## config.mk

```make
export PLATFORM = sky130hd
export DESIGN_NAME = rb_param
export DESIGN_NICKNAME = d
export VERILOG_FILES = /design/src/rtl/rb_param.sv
export SDC_FILE = /design/constraint.sdc
export NUM_CORES = 2
export LEC_CHECK = 0
export ABC_CLOCK_PERIOD_IN_PS = 2200
export CAP_MARGIN = 20
export CORE_ASPECT_RATIO = 1.75
export CORE_MARGIN = 2
export CORE_UTILIZATION = 25
export CTS_BUF_LIST = sky130_fd_sc_hd__clkbuf_8
export DETAILED_ROUTE_END_ITERATION = 7
export PLACE_DENSITY = 0.37
export SYNTH_ARGS = -nofsm -noshare
export SYNTH_HDL_FRONTEND = slang
export SYNTH_SLANG_ARGS = --single-unit
```

## constraint.sdc

```tcl
create_clock -name clk -period 2.2 [get_ports clk]
set_input_delay 0.22 -clock clk [delete_from_list [all_inputs] [get_ports clk]]
set_output_delay 0.22 -clock clk [all_outputs]
set_load 0.05 [all_outputs]
```

## src/rtl/rb_param.sv

```systemverilog
// Parametrised register bank: two combinational read ports, one write port,
// optional zero register and write bypass, plus a sequential bulk-clear engine.
module rb_param #(
    parameter int unsigned WIDTH    = 32,
    parameter int unsigned DEPTH    = 32,
    parameter int unsigned ADDR_W   = 5,
    parameter bit          ZERO_REG = 1'b1,
    parameter bit          BYPASS   = 1'b1
) (
    input  logic              clk,
    input  logic              rst_n,
    input  logic              RW,
    input  logic [ADDR_W-1:0] wR,
    input  logic [WIDTH-1:0]  wD,
    input  logic [ADDR_W-1:0] RR1,
    input  logic [ADDR_W-1:0] RR2,
    output logic [WIDTH-1:0]  RD1,
    output logic [WIDTH-1:0]  RD2,
    input  logic              CLR,
    output logic              BUSY,
    output logic              CLR_DONE,
    output logic              WR_DROP
);

    typedef enum logic [1:0] {S_IDLE, S_CLEAR, S_DONE} state_t;

    localparam logic [ADDR_W-1:0] LAST_IDX = ADDR_W'(DEPTH - 1);

    state_t            state_q;
    logic [ADDR_W-1:0] cnt_q;
    logic [WIDTH-1:0]  mem_q [DEPTH];
    logic              busy_q;
    logic              done_q;
    logic              drop_q;
    logic              wr_drop_d;
    logic              wr_commit;

    function automatic logic in_range(input logic [ADDR_W-1:0] a);
        return 32'(a) < DEPTH;
    endfunction

    always_comb begin
        wr_commit = RW && (state_q == S_IDLE) && in_range(wR) && !(ZERO_REG && (wR == '0));
        // Writes to the hard-wired zero register are silently discarded, not flagged.
        wr_drop_d = RW && ((state_q != S_IDLE) || !in_range(wR));
    end

    function automatic logic [WIDTH-1:0] read_port(input logic [ADDR_W-1:0] a);
        logic [WIDTH-1:0] v;
        v = '0;
        if (in_range(a) && !(ZERO_REG && (a == '0))) begin
            if (BYPASS && wr_commit && (wR == a)) v = wD;
            else                                   v = mem_q[a];
        end
        return v;
    endfunction

    always_comb begin
        RD1 = read_port(RR1);
        RD2 = read_port(RR2);
    end

    // A commit can only happen in IDLE, so it never collides with a clear sweep.
    always_ff @(posedge clk or negedge rst_n) begin
        if (!rst_n) begin
            for (int unsigned i = 0; i < DEPTH; i++) mem_q[i] <= '0;
        end else begin
            if (wr_commit)           mem_q[wR]    <= wD;
            if (state_q == S_CLEAR)  mem_q[cnt_q] <= '0;
        end
    end

    always_ff @(posedge clk or negedge rst_n) begin
        if (!rst_n) begin
            state_q <= S_IDLE;
            cnt_q   <= '0;
            busy_q  <= 1'b0;
            done_q  <= 1'b0;
            drop_q  <= 1'b0;
        end else begin
            drop_q <= wr_drop_d;
            done_q <= 1'b0;
            case (state_q)
                S_IDLE: begin
                    if (CLR) begin
                        state_q <= S_CLEAR;
                        cnt_q   <= '0;
                        busy_q  <= 1'b1;
                    end
                end
                S_CLEAR: begin
                    if (cnt_q == LAST_IDX) begin
                        state_q <= S_DONE;
                        busy_q  <= 1'b0;
                        done_q  <= 1'b1;
                    end else begin
                        cnt_q <= cnt_q + ADDR_W'(1);
                    end
                end
                S_DONE:  state_q <= S_IDLE;
                default: state_q <= S_IDLE;
            endcase
        end
    end

    assign BUSY     = busy_q;
    assign CLR_DONE = done_q;
    assign WR_DROP  = drop_q;

endmodule

```

# After elaboration in Yosys (flattened, before gate mapping)
# Index checks and enable logic that the tools add are counted.
# totals
output_inout_bits	67
inputBits	51
register_bits	1034
# classes
n_reduce_logical	17
n_eq_ne	7
n_mux	28
n_addsub	1
bitwise	6
order_cmp	6
# ops
op	count
two-way mux 1024 bit	2
AND 1024 bit	1
bitwise mux 1024 bit	1
NOT 1024 bit	1
binary-select mux 32 bit (select 5 bit)	2
demux 32 bit (select 5 bit)	2
two-way mux 32 bit	10
greater-or-equal comparator 6 bit (second input constant)	4
NOT 5 -> 6 bit	4
zero test 5 bit	3
less-than comparator 6 x 1 -> 1 bit (second input constant)	2
equality test 5 bit	2
two-way mux 5 bit	2
one-hot mux 5 bit (2 select lines)	1
logical AND 1 bit	7
AND reduction 3 bit	2
adder 5 x 1 -> 5 bit (second input constant)	1
equality test 5 bit (second input constant)	1
two-way mux 1 bit	4
two-way mux 2 bit	2
inequality test 2 bit (second input constant)	2
one-hot mux 2 bit (2 select lines)	1
nonzero test 2 bit	2
equality test 2 x 1 -> 1 bit (second input constant)	1
5 further kinds	5

# Longest topological paths before layout
# logic_depth
ltp_word	9
depth_mapped	11

# Worst setup path after synthesis
# OpenSTA, ideal clock, no wires.
# synth_path
path_type	register to output
startpoint	reg state_q[1]
endpoint	out RD1[7]
setup_slack_ns	-0.897
path_buffers	2
stages_incl_launch_ff	8
t_arrival_ns	2.877
required_ns	1.980
path_cell_list	dfrtp_1 -> clkbuf_1 -> nor3b_4 -> o41ai_4 -> nor4_4 -> clkbuf_1 -> a22oi_1 -> o21ai_0
# synth_between
elab_chain_len	6
# synth_rtl
item	line_no	source
start, declared	29	state_t state_q;
start signal, assigned	75	state_q <= S_IDLE;
start signal, assigned	86	state_q <= S_CLEAR;
start signal, assigned	93	state_q <= S_DONE;
zero test 2 bit	43	wr_commit = RW && (state_q == S_IDLE) && in_range(wR) && !(ZERO_REG && (wR == '0));
logical AND 1 bit (2 in series)	43	
logical AND 1 bit	52	if (BYPASS && wr_commit && (wR == a)) v = wD;
two-way mux 32 bit	52	
two-way mux 32 bit	51	if (in_range(a) && !(ZERO_REG && (a == '0))) begin
end, declared	17	output logic [WIDTH-1:0] RD1,
# Every way passes these cells.

# Final worst setup path
# layout_path
startpoint	reg state_q[1]
endpoint	out RD2[16]
# layout_between
elab_chain_len	6
# layout_rtl
item	line_no	source
zero test 2 bit	43	
logical AND 1 bit (2 in series)	43	
logical AND 1 bit	52	
two-way mux 32 bit	52	
two-way mux 32 bit	51	
end, declared	18	output logic [WIDTH-1:0] RD2,
# Every way passes these cells.

==> parameters.txt <==
Parameter                              Value

Global route
  Largest net degree at the start of global routing    83
  Antenna violations before repair    13
  Global-route total usage across every layer    0.2906
  Number of global-route vias before repair    59365
  Sum of overflow across all layers after global routing    0
  Wire length of the first global-routing pass    485800 um

Timing
  Final hold slack    0.08835 ns
  Number of setup violations in the final report    642
  Clock period minus final worst setup slack    3.446 ns
  Setup repair after global routing missed its margin    true
  Final Worst Setup Slack    -1.246 ns
  Worst-Margin Slew    0.8059 ns
  Endpoints failing hold    0
  Final worst clock skew    0.08101 ns
  Relative slew slack    0.4607
  Highest clock rate    290.2 MHz
  Fin crit share    1.566
  Number of pins with negative max-slew slack in the final report    0

Synth
  Number of instances in the synthesized netlist    6471
  Post-Synthesis Net Count    6527
  Cell Area, Synth    0.05877 sq mm
  Post-synth cell types    64
  Synth Area per Inst    9.081 sq um
  Share of flip-flops with an asynchronous set or reset after synthesis    1.000
  Post-synthesis sequential area ratio    0.4403
  Yosys warning total    0
  Number of register bits inferred by synthesis    1034
  Number of enable flip-flop cells after synthesis    0
  Most frequently used flop master after synthesis    sky130_fd_sc_hd__dfrtp_1

Clock tree
  Inserted Clock Buffers    184
  Num Clock Sinks    1034
  Number of H-tree levels    4
  Clock-pin slew on the worst setup and hold paths    0.07 ns
  CTS max path bufs    4
  TritonCTS clock tree    done
  Clock root cell    sky130_fd_sc_hd__clkbuf_8
  Insertion delay of the later-clocked pin in the worst-skew pair    1.01 ns

Worst setup path
  Start of the worst register-to-register path    state_q[1]$_DFFE_PN0P_
  Critical path endpoint category    output port
  Critical path peak fanout    26
  End of the worst register-to-register path    mem_q[923]$_DFF_PN0_
  Most repeated library cell on the critical path    sky130_fd_sc_hd__buf_12
  Category of the worst setup path launch point    register
  Crit path max-delay family    simple AND/OR/NAND/NOR gates
  Kind of critical path    reg -> out
  Req. time, crit path    1.98 ns
  Peak per-stage delay on the critical path    0.48 ns
  Cell type of the slowest stage on the worst timing path    sky130_fd_sc_hd__or4_4
  Number of buffers and inverters on the critical path    4
  Ordered list of cells on the worst path    nor3b_4 > buf_12 > o41ai_4 > buf_4 > or4_4 > buf_12 > o21ai_4 > a21oi_4 > buf_12
  FF-to-FF setup slack    -0.33 ns
  R2r worst-path depth    11
  Arrival time reported for the critical path endpoint    3.23 ns

Power
  Internal power contribution    37.63 mW
  Pwr per Cell Area    709.8 mW/mm^2
  Proportion of power drawn by combinational gates    0.281
  Overall power consumption    58.18 mW
  Net Sw Frac    0.3532
  Leakage dissipation    35.08 nW
  Worst voltage drop across the vdd grid    424.2 uV
  Psw    20.55 mW
  Reg power frac    0.388
  Share of total power in the clock network    0.331

Die
  Die area    0.2391 sq mm
  Chip Height    645.4 um
  Site row count    235
  Number of I/O pins    118
  Initial core utilization    0.2511
  Floorplan die width    370.5 um
  Std-Cell Core Area    0.2340 sq mm

Placed design
  Number of port buffers    117
  Placed Instance Area    0.07582 sq mm
  RePlAce Congestion    0.9118
  HPWL Detailed    246900 um

Hold path
  Worst hold path stage count    5
  Endpoint of the worst hold-timing path    mem_q[710]$_DFF_PN0_
  Worst Hold Launch    wD[6]
  Path type of the worst min-delay path    in -> reg

Routing
  Wirelength per Cell    33.28 um
  Routed wire length    355600 um
  Count of vias placed by the detailed router    57934
  Initial DRC Count    5323
  Per-cell via count in the routed design    5.422
  Router iterations before antenna repair    6
  Residual antenna-violating net count after detailed routing    0
  DRC violation count after routing    0

Status
  Violated checks    negative setup slack
  Run status    complete, but fails checks

Cells and area
  Final nets    7530
  Fin area    0.08197 sq mm
  Number of filler cells placed in the layout    24117
  Area Growth Syn to Fin    39.49%
  Fraction of final layout cells sized beyond drive strength 1    0.3186

Flow run
  Max-capacitance violation count    0
[state kept, by name, summed over array words and instances (netlist names)]
register  cells
cnt_q         5
WR_DROP       1
mem_q      1024
BUSY          1
state_q       2
CLR_DONE      1
[synthesized netlist by cell type (5+ instances only)]
library cell                count  area share
sky130_fd_sc_hd__nand2_1     2128        0.14
sky130_fd_sc_hd__a21oi_1     1050       0.089
sky130_fd_sc_hd__dfrtp_1     1034        0.44
sky130_fd_sc_hd__clkbuf_1     438       0.028
sky130_fd_sc_hd__mux2i_1      388       0.066
sky130_fd_sc_hd__mux4_2       307        0.12
sky130_fd_sc_hd__buf_2        145       0.012
sky130_fd_sc_hd__o21ai_0      134       0.011
sky130_fd_sc_hd__nor2_1       116      0.0074
sky130_fd_sc_hd__a22oi_1      113       0.014
sky130_fd_sc_hd__a221oi_1      77       0.011
sky130_fd_sc_hd__nor3_1        67      0.0057
sky130_fd_sc_hd__buf_4         39      0.0050
sky130_fd_sc_hd__nand3_1       39      0.0033
sky130_fd_sc_hd__o22ai_1       38      0.0040
sky130_fd_sc_hd__and2_1        36      0.0038
sky130_fd_sc_hd__nor2b_1       34      0.0036
sky130_fd_sc_hd__mux2_2        28      0.0054
sky130_fd_sc_hd__o211ai_1      27      0.0034
sky130_fd_sc_hd__a211oi_1      20      0.0026
sky130_fd_sc_hd__o2111ai_1     18      0.0027
sky130_fd_sc_hd__buf_1         13     0.00083
sky130_fd_sc_hd__clkbuf_2      12      0.0010
sky130_fd_sc_hd__nand2b_1      12      0.0013
sky130_fd_sc_hd__a32oi_1       11      0.0016
sky130_fd_sc_hd__buf_6         11      0.0021
sky130_fd_sc_hd__o21a_1        11      0.0014
sky130_fd_sc_hd__or3_1         11      0.0012
sky130_fd_sc_hd__a2111o_1      10      0.0019
sky130_fd_sc_hd__a2111oi_0      8      0.0012
sky130_fd_sc_hd__inv_1          8     0.00051
sky130_fd_sc_hd__xnor2_1        8      0.0012
sky130_fd_sc_hd__a211o_1        7      0.0010
sky130_fd_sc_hd__a221o_1        7      0.0012
sky130_fd_sc_hd__nor3b_1        7     0.00089
sky130_fd_sc_hd__ha_1           5      0.0011
sky130_fd_sc_hd__or2_2          5     0.00053
[worst max path at each step]
| stage | to | startpoint | cells after the start |
|---|---|---|---|
| 3_5_place_dp | RD1[23] | wR[0] | 10 |
| 2_1_floorplan | RD1[17] | wR[1] | 10 |
| 3_3_place_gp | RD1[23] | wR[0] | 10 |
| 6_report | RD2[16] | state_q[1]$_DFFE_PN0P_ | 9 |
| 5_1_grt | RD2[16] | state_q[1]$_DFFE_PN0P_ | 9 |
| 4_1_cts | RD2[23] | state_q[1]$_DFFE_PN0P_ | 9 |
[final cells by class]
class	instances	area, sq um	area share
clock inverter	84	511.7	0.006243
tap	3081	3855	0.04703
timing repair buffer	1475	16070	0.1961
sequential	1034	25870	0.3157
multi-input combinational	4770	32490	0.3963
inverter	9	33.78	0.0004121
antenna	5	12.51	0.0001526
clock buffer	227	3124	0.03811
[worst register-to-register path: cells and delay by family, from the launching register on]
kind            cells  cell delay (ns)
compound gates      1             0.14
simple gates        5             1.10
flops               1             0.43
buf+inv             5             0.81
[metal layers]
metal | up-vias | GRT usage | share of wire
li1 | 24589 | - | -
met1 | 29791 | 0.3325 | 0.37
met2 | 2617 | 0.4991 | 0.49
met3 | 927 | 0.05184 | 0.065
met4 | 10 | 0.1806 | 0.075
met5 | - | 0 | 0.00067
[per-stage QoR]
stage	setup WS [ns]	std cells	utilization	TNS (ns)
after floorplan	-0.1040	6471	-	-2.191
after global placement	-1.433	10287	0.3239	-398.64
after detailed placement	-1.389	10288	0.3240	-416.52
after CTS	-1.309	10654	0.3461	-135.15
after global routing	-1.344	10682	0.3502	-224.10
final	-1.246	10685	0.3502	-134.00
[logic make-up (layout without fill, tap and decap cells)]
| group | after synthesis | after routing | synth area share |
|---|---|---|---|
| muxes | 723 | 723 | 0.1891 |
| DFF | 1034 | 1034 | 0.4403 |
| and+or+nand+nor | 2481 | 2481 | 0.1674 |
| xor gates and xnor gates | 10 | 10 | 0.001491 |
| adders and majority gates | 5 | 5 | 0.001065 |
| buffers and inverters | 667 | 1795 | 0.04984 |
| AOI/OAI and AO/OA | 1551 | 1551 | 0.1507 |
| other | 0 | 5 | 0 |
[power groups by stage]
stage	sequential [mW]	clock (mW)	combinational, mW
after detailed placement	22.9	0	15.9
after global placement	22.8	0	15.8
after CTS	22.6	19.6	16.2
after floorplan	22.4	0	7.07
after global routing	22.8	20.3	17.1
final	22.6	19.2	16.4
[layout by cell type, fill, tap and decap left out, types with 66 or more instances in the layout]
master / n
sky130_fd_sc_hd__nand2_1: 2079
sky130_fd_sc_hd__dfrtp_1: 1034
sky130_fd_sc_hd__buf_4: 974
sky130_fd_sc_hd__a21oi_1: 947
sky130_fd_sc_hd__mux2i_1: 388
sky130_fd_sc_hd__buf_12: 346
sky130_fd_sc_hd__mux4_2: 307
sky130_fd_sc_hd__clkbuf_8: 229
sky130_fd_sc_hd__a22oi_1: 101
sky130_fd_sc_hd__a21oi_2: 85
sky130_fd_sc_hd__nor2_4: 80
sky130_fd_sc_hd__a221oi_1: 66
[repair_timing]
action / 4_1_cts / 5_1_grt
gates resized for setup: 216 / 126
hold endpoints to repair: 1679 / 0
endpoints found under the setup margin: 688 / 1045
cloned: 6 / 10
buffers inserted: 26 / 20
hold buffers: 30 / 0
pin swaps: 43 / 26
(Power assumes the default switching activity.)
